$ cat config.mk
export PLATFORM = sky130hd
export DESIGN_NAME = acc_core_param_flat
export DESIGN_NICKNAME = d
export VERILOG_FILES = /design/src/rtl/acc_core_pkg.sv /design/src/rtl/acc_core_param_if.sv /design/src/rtl/acc_core_alu.sv /design/src/rtl/acc_core_param.sv /design/src/flat_wrapper.sv
export SDC_FILE = /design/constraint.sdc
export NUM_CORES = 1
export LEC_CHECK = 0
export CAP_MARGIN = 20
export CORE_AREA = 8 8 223 225
export CTS_CLUSTER_SIZE = 10
export DETAILED_ROUTE_END_ITERATION = 16
export DIE_AREA = 0 0 231 233
export GPL_TIMING_DRIVEN = 0
export PLACE_DENSITY = 0.49
export SLEW_MARGIN = 20
export SYNTH_ARGS = -nofsm -noshare
export SYNTH_HDL_FRONTEND = slang
export SYNTH_SLANG_ARGS = --single-unit
$ cat constraint.sdc
create_clock -name clk -period 3.6 [get_ports clk]
set_input_delay 0.9 -clock clk [delete_from_list [all_inputs] [get_ports clk]]
set_output_delay 0.9 -clock clk [all_outputs]
set_load 0.05 [all_outputs]
$ cat src/rtl/acc_core_pkg.sv
// Shared definitions for the accumulator micro-core: opcode values, FSM states
// and the opcode legality check used by both the FSM and the datapath.
package acc_core_pkg;

  localparam int unsigned OPC_W = 8;

  typedef logic [OPC_W-1:0] opcode_t;

  localparam opcode_t OP_NOP  = 8'h00;
  localparam opcode_t OP_LOAD = 8'h01;
  localparam opcode_t OP_ADD  = 8'h02;
  localparam opcode_t OP_SUB  = 8'h03;
  localparam opcode_t OP_AND  = 8'h04;
  localparam opcode_t OP_OR   = 8'h05;
  localparam opcode_t OP_XOR  = 8'h06;
  localparam opcode_t OP_NOT  = 8'h07;
  localparam opcode_t OP_SHL  = 8'h08;
  localparam opcode_t OP_SHR  = 8'h09;
  localparam opcode_t OP_HALT = 8'h0A;
  localparam opcode_t OP_JMP  = 8'h0B;
  localparam opcode_t OP_JZ   = 8'h0C;
  localparam opcode_t OP_JC   = 8'h0D;
  localparam opcode_t OP_ADC  = 8'h0E;

  typedef enum logic [2:0] {
    ST_IDLE    = 3'd0,
    ST_FETCH   = 3'd1,
    ST_OPERAND = 3'd2,
    ST_EXECUTE = 3'd3,
    ST_HALT    = 3'd4
  } state_e;

  // Opcodes above ADC are undefined and trap the core.
  function automatic logic is_legal(input opcode_t opc);
    return (opc <= OP_ADC);
  endfunction

endpackage

$ cat src/rtl/acc_core_param_if.sv
// Program-load, control and status bundle between the tile wrapper and the core.
interface acc_core_param_if #(
  parameter int unsigned DW = 8,
  parameter int unsigned AW = 5
) ();

  logic          prog_we;
  logic [AW-1:0] prog_addr;
  logic [DW-1:0] prog_data;
  logic          run;
  logic [DW-1:0] acc;
  logic [AW-1:0] pc;
  logic          flag_z;
  logic          flag_c;
  logic          busy;
  logic          halted;
  logic          illegal;

  modport master (
    output prog_we, prog_addr, prog_data, run,
    input  acc, pc, flag_z, flag_c, busy, halted, illegal
  );

  modport slave (
    input  prog_we, prog_addr, prog_data, run,
    output acc, pc, flag_z, flag_c, busy, halted, illegal
  );

endinterface

$ cat src/rtl/acc_core_alu.sv
// Combinational ALU: computes the new accumulator and carry for one opcode.
// Ops that do not touch carry pass cin through so the caller can always load it.
module acc_core_alu
  import acc_core_pkg::*;
#(
  parameter int unsigned DW = 8
) (
  input  opcode_t       opcode,
  input  logic [DW-1:0] acc,
  input  logic [DW-1:0] op,
  input  logic          cin,
  output logic [DW-1:0] result_c,
  output logic          cout_c,
  output logic          write_en_c
);

  localparam int unsigned SW = DW + 1;

  logic [SW-1:0] sum;

  always_comb begin
    sum        = '0;
    result_c   = acc;
    cout_c     = cin;
    write_en_c = 1'b0;
    case (opcode)
      OP_LOAD: begin
        result_c   = op;
        write_en_c = 1'b1;
      end
      OP_ADD: begin
        sum        = {1'b0, acc} + {1'b0, op};
        result_c   = sum[DW-1:0];
        cout_c     = sum[DW];
        write_en_c = 1'b1;
      end
      OP_ADC: begin
        sum        = {1'b0, acc} + {1'b0, op} + SW'(cin);
        result_c   = sum[DW-1:0];
        cout_c     = sum[DW];
        write_en_c = 1'b1;
      end
      // Top bit of the wide difference is the borrow, i.e. acc < op unsigned.
      OP_SUB: begin
        sum        = {1'b0, acc} - {1'b0, op};
        result_c   = sum[DW-1:0];
        cout_c     = sum[DW];
        write_en_c = 1'b1;
      end
      OP_AND: begin
        result_c   = acc & op;
        write_en_c = 1'b1;
      end
      OP_OR: begin
        result_c   = acc | op;
        write_en_c = 1'b1;
      end
      OP_XOR: begin
        result_c   = acc ^ op;
        write_en_c = 1'b1;
      end
      OP_NOT: begin
        result_c   = ~acc;
        write_en_c = 1'b1;
      end
      OP_SHL: begin
        result_c   = {acc[DW-2:0], 1'b0};
        cout_c     = acc[DW-1];
        write_en_c = 1'b1;
      end
      OP_SHR: begin
        result_c   = {1'b0, acc[DW-1:1]};
        cout_c     = acc[0];
        write_en_c = 1'b1;
      end
      default: ;
    endcase
  end

endmodule

$ cat src/rtl/acc_core_param.sv
// Parametrised accumulator micro-core: program RAM, fetch/operand/execute FSM,
// accumulator, program counter and Z/C/illegal status.
module acc_core_param
  import acc_core_pkg::*;
#(
  parameter int unsigned DW = 8,
  parameter int unsigned AW = 5
) (
  input  logic                clk,
  input  logic                rst_n,
  acc_core_param_if.slave     bus
);

  localparam int unsigned DEPTH = 2 ** AW;

  logic [DW-1:0] mem [DEPTH];
  logic [DW-1:0] mem_rd;

  state_e        state_q, state_d;
  opcode_t       opcode_q, opcode_d;
  logic [DW-1:0] operand_q, operand_d;
  logic [DW-1:0] acc_q, acc_d;
  logic [AW-1:0] pc_q, pc_d;
  logic          z_q, z_d;
  logic          c_q, c_d;
  logic          ill_q, ill_d;
  logic          busy_q, busy_d;
  logic          halted_q, halted_d;

  logic [DW-1:0] alu_res_c;
  logic          alu_cout_c;
  logic          alu_we_c;

  acc_core_alu #(.DW(DW)) u_alu (
    .opcode     (opcode_q),
    .acc        (acc_q),
    .op         (operand_q),
    .cin        (c_q),
    .result_c   (alu_res_c),
    .cout_c     (alu_cout_c),
    .write_en_c (alu_we_c)
  );

  // Program memory is not reset so it survives a core reset.
  always_ff @(posedge clk) begin
    if (bus.prog_we) mem[bus.prog_addr] <= bus.prog_data;
  end

  assign mem_rd = mem[pc_q];

  always_ff @(posedge clk or negedge rst_n) begin
    if (!rst_n) state_q <= ST_IDLE;
    else        state_q <= state_d;
  end

  // A program write freezes the core for that cycle, including a pending run.
  always_comb begin
    state_d = state_q;
    if (!bus.prog_we) begin
      case (state_q)
        ST_IDLE, ST_HALT: if (bus.run) state_d = ST_FETCH;
        ST_FETCH:         state_d = ST_OPERAND;
        ST_OPERAND:       state_d = ST_EXECUTE;
        ST_EXECUTE: begin
          if (opcode_q == OP_HALT || !is_legal(opcode_q)) state_d = ST_HALT;
          else                                            state_d = ST_FETCH;
        end
        default:          state_d = ST_IDLE;
      endcase
    end
  end

  always_comb begin
    opcode_d  = opcode_q;
    operand_d = operand_q;
    acc_d     = acc_q;
    pc_d      = pc_q;
    z_d       = z_q;
    c_d       = c_q;
    ill_d     = ill_q;
    busy_d    = (state_d == ST_FETCH) || (state_d == ST_OPERAND) || (state_d == ST_EXECUTE);
    halted_d  = (state_d == ST_HALT);
    if (!bus.prog_we) begin
      case (state_q)
        ST_IDLE, ST_HALT: begin
          if (bus.run) begin
            pc_d  = '0;
            acc_d = '0;
            z_d   = 1'b0;
            c_d   = 1'b0;
            ill_d = 1'b0;
          end
        end
        ST_FETCH: begin
          opcode_d = mem_rd[OPC_W-1:0];
          pc_d     = pc_q + AW'(1);
        end
        ST_OPERAND: begin
          operand_d = mem_rd;
          pc_d      = pc_q + AW'(1);
        end
        ST_EXECUTE: begin
          if (alu_we_c) begin
            acc_d = alu_res_c;
            c_d   = alu_cout_c;
            z_d   = (alu_res_c == '0);
          end
          case (opcode_q)
            OP_JMP:  pc_d = operand_q[AW-1:0];
            OP_JZ:   if (z_q) pc_d = operand_q[AW-1:0];
            OP_JC:   if (c_q) pc_d = operand_q[AW-1:0];
            default: ;
          endcase
          if (!is_legal(opcode_q)) ill_d = 1'b1;
        end
        default: ;
      endcase
    end
  end

  always_ff @(posedge clk or negedge rst_n) begin
    if (!rst_n) begin
      opcode_q  <= '0;
      operand_q <= '0;
      acc_q     <= '0;
      pc_q      <= '0;
      z_q       <= 1'b0;
      c_q       <= 1'b0;
      ill_q     <= 1'b0;
      busy_q    <= 1'b0;
      halted_q  <= 1'b0;
    end else begin
      opcode_q  <= opcode_d;
      operand_q <= operand_d;
      acc_q     <= acc_d;
      pc_q      <= pc_d;
      z_q       <= z_d;
      c_q       <= c_d;
      ill_q     <= ill_d;
      busy_q    <= busy_d;
      halted_q  <= halted_d;
    end
  end

  assign bus.acc     = acc_q;
  assign bus.pc      = pc_q;
  assign bus.flag_z  = z_q;
  assign bus.flag_c  = c_q;
  assign bus.busy    = busy_q;
  assign bus.halted  = halted_q;
  assign bus.illegal = ill_q;

endmodule

$ cat src/flat_wrapper.sv
// flat-port wrapper written by rule: the top's interface ports become plain ports
module acc_core_param_flat import acc_core_pkg::*;
#(
  parameter int unsigned DW = 8,
  parameter int unsigned AW = 5
)
  (clk, rst_n, bus_prog_we, bus_prog_addr, bus_prog_data, bus_run, bus_acc, bus_pc, bus_flag_z, bus_flag_c, bus_busy, bus_halted, bus_illegal);
  acc_core_param_if #(.DW(DW), .AW(AW)) bus_i ();
  input  logic clk;
  input  logic rst_n;
  input wire logic [$bits(bus_i.prog_we)-1:0] bus_prog_we;
  input wire logic [$bits(bus_i.prog_addr)-1:0] bus_prog_addr;
  input wire logic [$bits(bus_i.prog_data)-1:0] bus_prog_data;
  input wire logic [$bits(bus_i.run)-1:0] bus_run;
  output wire logic [$bits(bus_i.acc)-1:0] bus_acc;
  output wire logic [$bits(bus_i.pc)-1:0] bus_pc;
  output wire logic [$bits(bus_i.flag_z)-1:0] bus_flag_z;
  output wire logic [$bits(bus_i.flag_c)-1:0] bus_flag_c;
  output wire logic [$bits(bus_i.busy)-1:0] bus_busy;
  output wire logic [$bits(bus_i.halted)-1:0] bus_halted;
  output wire logic [$bits(bus_i.illegal)-1:0] bus_illegal;
  assign bus_i.prog_we = bus_prog_we;
  assign bus_i.prog_addr = bus_prog_addr;
  assign bus_i.prog_data = bus_prog_data;
  assign bus_i.run = bus_run;
  assign bus_acc = bus_i.acc;
  assign bus_pc = bus_i.pc;
  assign bus_flag_z = bus_i.flag_z;
  assign bus_flag_c = bus_i.flag_c;
  assign bus_busy = bus_i.busy;
  assign bus_halted = bus_i.halted;
  assign bus_illegal = bus_i.illegal;
  acc_core_param #(.DW(DW), .AW(AW)) u_core (.clk(clk), .rst_n(rst_n), .bus(bus_i));
endmodule
==> metrics.md <==
| Metric | Value |
|---|---|
| Post-CTS Setup Inserts | `0` |
| Peak supply drop | `310.6 uV` |
| Sequential share of the synthesized area | `0.6328` |
| Compound-Gate Fraction of Synth Area | `0.1163` |
| Post-synth EDFFs | `256` |
| Avg Synthesized Cell Area | `14.09 um^2` |
| Initial Util | `0.2955` |
| First-pass GRT wire length | `57800 um` |
| Final min period | `3330 ps` |
| Tightest Hold Check Type | `in2async` |
| CTS Hold Buffers Added | `0` |
| Fin area | `0.01573 mm^2` |
| Async set-reset flop share out of synthesis | `0.1263` |
| Die area | `0.05382 mm^2` |
| Core area | `0.04606 mm^2` |
| Gr usage total | `0.1422` |
| Synth area leaders | `edfxtp_1 (56%), dfrtp_1 (6.8%), mux4_2 (5.6%)` |
| Most common cell after layout, fill and taps aside | `edfxtp_1` |
| Power per Cell Area | `731.7 mW/mm^2` |
| Clock buffer depth | `3` |
| Vias per cell | `5.283` |
| Largest family of logic cells by synthesized area | `compound AO/OA/AOI/OAI gates` |
| Worst-Skew Late Latency | `540 ps` |
| Worst Path Arrival | `3780 ps` |
| TritonCTS clock tree | `yes` |
| Worst-Margin Slew | `1016 ps` |
| CP Capture Type | `register` |
| Number of global-route vias before repair | `8946` |
| Max frequency | `0.3003 GHz` |
| Critical Path Fanout Max | `7` |
| Syn Nets | `1012` |
| HPWL Detailed | `26210 um` |
| Synth unique cells | `70` |
| Post-layout net count | `1086` |
| Commonest cells after routing, fill and taps aside | `edfxtp_1 (256), mux2i_1 (74), nor2_1 (73)` |
| Ratio of cells with drive above 1 in the final layout | `0.1132` |
| DRC viols | `0` |
| Final worst path period share | `0.9251` |
| Status | `completed` |
| Max Cap Viol | `0` |
| Clock Sinks | `293` |
| Gpl congestion | `0.8930` |
| Depth of the CTS H-tree | `2` |
| Kind of start point of the critical path | `register` |
| CP peak stage delay | `490 ps` |
| Setup TNS | `0 ps` |
| Final ANT Viol Nets | `0` |
| Critical path class | `reg2reg` |
| Post-Synth Simple-Gate Area | `0.07878` |
| Final hold violation count | `0` |
| Die Ht | `233 um` |
| CTS root buf | `clkbuf_16` |
| Die Wd | `231 um` |
| Largest area contributor in the netlist | `edfxtp_1` |
| Predominant post-synthesis flop cell | `edfxtp_1` |
| Post-synthesis mux area share | `0.1133` |
| Slew Limit Fails | `0` |
| Area fraction of the dominant cell type after synthesis | `0.5648` |
| Final wirelength | `38490 um` |
| Cell Area, Synth | `0.01361 mm^2` |
| CTS Buf Count | `37` |
| #FFs+latches synth | `293` |
| Yosys Warn Count | `0` |
| DR iter-0 viols | `857` |
| Static leakage | `0.005350 uW` |
| Final setup vio count | `0` |
| Worst endpoint required time | `4050 ps` |
| Initial antenna violation count | `0` |
| Vias | `8759` |
| Clock skew | `12.06 ps` |
| RSZ-0062 raised after global routing | `no` |
| Worst path cell trace | `ha_1 > fa_1 > a211oi_2 > o2111ai_1 > nor4_1 > xor2_1 > a221oi_1 > o211ai_1 > o31ai_1` |
| 1st-pass router iterations | `5` |
| # IOs | `35` |
| P&R area growth vs syn | `15.58%` |
| Max stage delay cell, worst path | `dfrtp_1` |
| XOR/XNOR share of the synthesized area | `0.006434` |
| Area share of fa/ha/maj cells after synthesis | `0.02776` |
| Grt ovf | `0` |
| WL per Instance | `23.22 um` |
| Largest net degree at the start of global routing | `33` |
| Clock transition at the registers of the reported paths | `60 ps` |
| Site Rows | `79` |
| Overall power | `11510 uW` |
| Port-buffer cells | `33` |
| Placed cell area | `0.01469 mm^2` |
| Mapped Cells | `966` |
| Antenna diodes | `0` |
| Post-CTS Resized | `0` |
| Max-slew headroom | `0.3171` |
==> critical path, delay by kind of cell (launching register included) <==
| family | cells | cell delay [ps] |
|---|---|---|
| flops | 1 | 490 |
| simple gates | 1 | 430 |
| compound gates | 5 | 1380 |
| xor+xnor | 1 | 140 |
| fa+ha+maj | 2 | 810 |
==> synthesized netlist by cell type (7+ instances only) <==
library cell and number:
or3_1 7, a22o_1 9, nand3_1 16, dfrtp_1 37, inv_1 31, mux2i_1 74, nor3_1 16, nand2b_1 8
buf_1 19, nor3b_1 8, o21ai_0 20, edfxtp_1 256, clkbuf_1 23, o22ai_1 17, buf_2 10, a211oi_1 17
mux4_2 34, nor2b_1 14, o221ai_1 34, ha_1 27, a21oi_1 63, nand2_1 43, nand3b_1 7, nor2_1 73
==> worst paths after layout <==
path	start	cells after the start	slack, ps	to
hold / removal	rst_n	1	340	u_core.bus.illegal
max in group asynchronous	rst_n	2	2790	u_core.operand_q[3]
setup / recovery	u_core.bus.acc[0]	9	270	u_core.bus.flag_z
setup reg to reg	u_core.bus.acc[0]	9	270	u_core.bus.flag_z
hold reg to reg	u_core.bus.illegal	1	550	u_core.bus.illegal
min in group clk	u_core.bus.illegal	1	550	u_core.bus.illegal
==> cell families after synthesis <==
logic type      after synthesis
simple gates                218
xor+xnor                     10
buf+inv                      85
compound gates              220
fa+ha+maj                    29
mux                         111
flops                       293
==> through the flow <==
| step | utilization | instances | worst slack, ps | hold slack (ps) |
|---|---|---|---|---|
| floorplan | - | 966 | 462.0 | 518.4 |
| global placement | 0.3192 | 1606 | 74.28 | 537.1 |
| detailed placement | 0.3189 | 1608 | 33.29 | 541.1 |
| CTS | 0.3414 | 1658 | 169.4 | 326.0 |
| global route | 0.3416 | 1658 | 10.60 | 350.7 |
| finish | 0.3416 | 1658 | 269.6 | 337.1 |
==> layer usage <==
layer  GRT usage  part of all wire  vias up
met5           0                 0        -
met4     0.04930             0.029        0
met3     0.02180             0.053       75
met2      0.2328              0.47      280
met1      0.1905              0.45     4464
li1            -                 -     3940
==> sequential cells by signal, indices dropped and copies added (netlist names) <==
| signal | count |
|---|---|
| u_core.bus.acc | 8 |
| u_core.bus.pc | 5 |
| u_core.bus.busy | 1 |
| u_core.bus.halted | 1 |
| u_core.state_q | 3 |
| u_core.bus.illegal | 1 |
| u_core.operand_q | 8 |
| u_core.mem | 256 |
| u_core.opcode_q | 8 |
| u_core.bus.flag_c | 1 |
| u_core.bus.flag_z | 1 |
==> final cells by class <==
class / instances / area (um^2)
buffer: 53 / 215.2
tap: 607 / 759.5
multi-input combinational: 588 / 4668
clock buffer: 43 / 969.7
timing repair buffer: 35 / 317.8
fill: 4542 / 30330
clock inverter: 7 / 68.82
inverter: 32 / 120.1
sequential: 293 / 8613
==> power by group <==
| part | leakage [uW] | switching (uW) | internal [uW] |
|---|---|---|---|
| registers | 0.00276 | 188 | 3880 |
| clock network | 0.000501 | 1380 | 1910 |
| logic | 0.00209 | 2630 | 1520 |
Note: power is estimated with default switching activity, not from simulation.
==> RTL change 1: new RTL, same settings <==
`operand_q` and `pc_q` no longer have a reset.
--- a/src/rtl/acc_core_param.sv
+++ b/src/rtl/acc_core_param.sv
@@ -122,7 +122,5 @@
     if (!rst_n) begin
       opcode_q  <= '0;
-      operand_q <= '0;
       acc_q     <= '0;
-      pc_q      <= '0;
       z_q       <= 1'b0;
       c_q       <= 1'b0;
@@ -132,7 +130,5 @@
     end else begin
       opcode_q  <= opcode_d;
-      operand_q <= operand_d;
       acc_q     <= acc_d;
-      pc_q      <= pc_d;
       z_q       <= z_d;
       c_q       <= c_d;
@@ -141,4 +137,9 @@
       halted_q  <= halted_d;
     end
+  end
+
+  always_ff @(posedge clk) begin
+    operand_q <= operand_d;
+    pc_q      <= pc_d;
   end
 
Check against the original RTL: differs if rst_n is asserted again (counterexample within 4 cycles, from zero or initial values and one cycle with rst_n low); with rst_n held inactive, the same outputs for 4 cycles.
==> RTL change 1 against the unedited design <==
- final area grew 0.44%
- sequential cell count grew 5
- fmax shrank 8.1%
- routed wire length shrank 12%
- synthesized area shrank 0.58%
- highest routed layer unchanged
- core utilization grew 0.15 points
- critical path type is now primary input to flip-flop
- power grew 9.3%
- the run now ends with negative setup slack left
- setup slack lost 0.29 ns
==> RTL change 1: results (changes against the unedited design) <==
status=finished with violations (was finished clean); failing checks=negative setup slack; routability congestion estimate=0.8378 (was 0.8930); arrival time at the worst endpoint=3.77 ns (was 3.78 ns); power share of the clock group=27.1% (was 28.6%); skew final=0.02142 ns (was 0.01206 ns); met1 WL=15640 µm (was 17170 µm); routed len/inst=22.05 µm (was 23.22 µm); switch share=35.20% (was 36.47%); post-place setup slack=-0.5539 ns (was 0.03329 ns); VDD IR max=428.8 µV (was 310.6 µV); Sum Neg Setup Slack=-0.2093 ns (was 0 ns); M2 GR Usage=19.95% (was 23.28%); met3 wire len=1975 µm (was 2047 µm); Total Nets Final=960 (was 1086); Synth cell types=68 (was 70); Crit-path slowest cell=clkdlybuf4s50_1 (was dfrtp_1); post-synthesis mux area share=15.99% (was 11.33%); first-pass GRT wire length=51610 µm (was 57800 µm); Reg2Reg Setup Slack=0.22 ns (was 0.27 ns); M3 GR Usage=2.606% (was 2.180%); final worst slack=-0.02488 ns (was 0.2696 ns); dpl hpwl=23690 µm (was 26210 µm); Adder-Cell Fraction of Synth Area=2.792% (was 2.776%); Crit Path Max Fanout=10 (was 7); Post-synth EDFFs=269 (was 256); delay-heaviest family, CP=buffers and inverters (was compound AO/OA/AOI/OAI gates); Worst Setup EP=u_core.mem[23][0] (was u_core.bus.flag_z); Worst Tran Pin Value=1.039 ns (was 1.016 ns); final setup fails=16 (was 0); input/output buffers=34 (was 33); max incr delay on CP=0.82 ns (was 0.49 ns); placed cells=1482 (was 1608); post-CTS sizing=10 (was 0); top cells by count, synth=edfxtp_1 (269), mux4_2 (83), nor2_1 (63) (was edfxtp_1 (256), mux2i_1 (74), nor2_1 (73)); layout cells sized above 1=20.88% (was 11.32%); LEAKAGE=0.005090 µW (was 0.005350 µW); Synthesized Nets=886 (was 1012); Post-Synth XOR/XNOR Area=0.9708% (was 0.6434%)
[RTL change 1: area by class of cell]
| class | count | area [µm²] |
|---|---|---|
| multi-input cells | 462 | 4508 |
| plain buffers | 46 | 219.0 |
| flip-flops and latches | 298 | 8778 |
| repair buffers | 35 | 315.3 |
| inverters | 34 | 127.6 |
| fillers | 4452 | 30260 |
| clock inverters | 6 | 85.08 |
| clock buffers | 48 | 1008 |
| well taps | 607 | 759.5 |
[RTL change 1: worst min-delay path by stage]
stage | cells past startpoint | end | start | slack [ns]
after floorplan | 1 | u_core.opcode_q[5] | u_core.opcode_q[5] | 0.50
after global placement | 1 | u_core.opcode_q[5] | u_core.opcode_q[5] | 0.52
after detailed placement | 2 | u_core.bus.illegal | u_core.bus.illegal | 0.53
after CTS | 1 | u_core.bus.acc[4] | rst_n | 0.40
after global routing | 1 | u_core.bus.acc[4] | rst_n | 0.42
final | 1 | u_core.bus.acc[4] | rst_n | 0.37
==> RTL change 2: new RTL, same settings <==
Without the edit above. The package constant `OPC_W` goes from 8 to 6.
--- a/src/rtl/acc_core_pkg.sv
+++ b/src/rtl/acc_core_pkg.sv
@@ -3,5 +3,5 @@
 package acc_core_pkg;
 
-  localparam int unsigned OPC_W = 8;
+  localparam int unsigned OPC_W = 6;
 
   typedef logic [OPC_W-1:0] opcode_t;
Check against the original RTL: not equivalent (Yosys sat finds a counterexample within 10 cycles, from zero or initial values and one cycle with rst_n low).
==> RTL change 2 against the unedited design <==
- via count is 6.2% lower
- final area fell by 1.3%
- routed wire length is 8.8% lower
- synthesized area fell by 1.7%
- setup slack lost 0.14 ns
- sequential share of layout area up 0.40 points
- combinational power down 7.7%
- first-iteration DRC count fell by 18%
- power decreased by 3.1%
- sequential cell count fell by 2
==> RTL change 2: results (changes against the unedited design) <==
synth warn=0 (unchanged); DR iter-0 viols=706 (was 857); via count of the first global-routing pass=8421 (was 8946); Initial DRT Pass Iterations=5 (unchanged); routability congestion estimate=0.8564 (was 0.8930); M2 GR Usage=21.22% (was 23.28%); antenna violations before repair=0 (unchanged); WHS=0.2792 ns (was 0.3371 ns); dpl hpwl=24360 µm (was 26210 µm); ys async rst share=12.03% (was 12.63%); reg2reg end=u_core.bus.flag_z (unchanged); top cells by count, synth=edfxtp_1 (256), nor2_1 (108), mux2i_1 (70) (was edfxtp_1 (256), mux2i_1 (74), nor2_1 (73)); R2R cell count=10 (was 9); Worst R2R Start=u_core.bus.acc[0] (unchanged); LEAKAGE=0.005265 µW (was 0.005350 µW); arrival time at the worst endpoint=3.89 ns (was 3.78 ns); Largest register FFs=256 (unchanged); Reg2Reg Setup Slack=0.13 ns (was 0.27 ns); status=finished clean (unchanged); Total Nets Final=1082 (was 1086); synth top area cells=edfxtp_1 (57%), dfrtp_1 (6.5%), mux4_2 (5.7%) (was edfxtp_1 (56%), dfrtp_1 (6.8%), mux4_2 (5.6%)); Total GRT Usage=13.15% (was 14.22%); Clock Path Buffers=3 (unchanged); # diodes=0 (unchanged); Synthesized Nets=1007 (was 1012); layout cells sized above 1=11.67% (was 11.32%); first-pass GRT wire length=53810 µm (was 57800 µm); Skew-Pair Late Insertion Delay=0.54 ns (about the same); Inserted Clock Buffers=36 (was 37); skew final=0.01075 ns (was 0.01206 ns); drt total wl=35110 µm (was 38490 µm); filler cell count=4600 (was 4542); input/output buffers=34 (was 33); Crit Path Max Fanout=8 (was 7); Worst Tran Pin Value=1.080 ns (was 1.016 ns); Worst-path clk slew=0.06 ns (about the same); Seq/Total Area, Yosys=64.02% (was 63.28%); Synth cell types=65 (was 70); Hold Path Class=primary input to asynchronous set/reset pin (unchanged); number of max-cap violations=0 (unchanged); M3 GR Usage=2.472% (was 2.180%); via count=8213 (was 8759); Reg with most FFs=u_core.mem (unchanged); met1 usage=17.50% (was 19.05%); VDD IR max=387.3 µV (was 310.6 µV)
[RTL change 2: changes by cell type after synthesis, sizes merged, moves of 5 or more]
cell,unedited run,this run
a22oi,3,11
nor3,16,9
nor2b,14,8
mux2i,75,70
nor2,73,109
inv,31,26
buf,30,24
clkbuf,23,29
o21ai,21,40
nor3b,8,2
o221ai,35,17
o32ai,5,0
[RTL change 2: where the power goes]
group	total, µW	internal [µW]	switching [µW]	leakage [µW]
combinational	3830	1440	2390	0.00202
clock	3280	1920	1360	0.000503
sequential	4040	3850	189	0.00274
total	11100	7220	3930	0.00526
[RTL change 2: logic make-up (layout without fill, tap and decap cells)]
family	Yosys count	after routing	synth area share, %
AO/OA/AOI/OAI	212	212	10.44
XOR/XNOR	12	12	0.7857
adder cells (fa/ha/maj)	29	29	2.825
buffers and inverters	79	163	2.628
flip-flops	291	291	64.02
multiplexers	105	105	11.05
AND/OR/NAND/NOR	233	233	8.259
[RTL change 2: critical path, cell delays in order (launching register included)]
cell and delay, ns:
dfrtp_1 0.51, ha_1 0.33, fa_2 0.45, a211oi_4 0.38
nor2_2 0.10, or4b_4 0.53, nand3b_4 0.21, o221a_2 0.28
a32oi_2 0.22, nor2b_1 0.07, a32o_1 0.25
[RTL change 2: through the flow]
step                cells  cell area [µm²]  setup WS, ns
finish               1652            15530        0.1319
CTS                  1650            15510       0.03694
detailed placement   1603            14470       -0.3925
global placement     1602            14480       -0.3715
floorplan             961            13380        0.2328
global route         1652            15530       0.02106
[RTL change 2: area by class of cell]
type / instances / area [µm²] / share of cell area [%]
flip-flops and latches: 291 / 8563 / 55.14
multi-input cells: 591 / 4478 / 28.84
clock buffers: 41 / 940.9 / 6.059
well taps: 607 / 759.5 / 4.891
repair buffers: 37 / 341.6 / 2.200
plain buffers: 53 / 254.0 / 1.636
inverters: 26 / 97.59 / 0.6285
clock inverters: 6 / 93.84 / 0.6043
[RTL change 2: how the worst max path moves through the flow]
| stage | start | endpoint | cells past startpoint |
|---|---|---|---|
| after global placement | bus_prog_we | u_core.mem[7][1] | 4 |
| after detailed placement | bus_prog_we | u_core.mem[7][1] | 4 |
| after CTS | u_core.bus.acc[0] | u_core.bus.flag_z | 10 |
| final | u_core.bus.acc[0] | u_core.bus.flag_z | 10 |
| after floorplan | u_core.bus.acc[0] | u_core.bus.flag_z | 10 |
| after global routing | bus_prog_we | u_core.mem[7][7] | 4 |
[RTL change 2: layer usage]
layer  routed length [µm]  part of all wire (%)
met5                    0                     0
met4                 1037                   3.0
met3                 1636                   4.7
met2                16310                    46
met1                16120                    46
[RTL change 2: what timing repair did]
| item | in CTS | in global routing |
|---|---|---|
| endpoints found under the hold margin | 0 | 0 |
| buffers inserted | 0 | 1 |
| gates resized for setup | 0 | 4 |
| endpoints found under the setup margin | 0 | 3 |
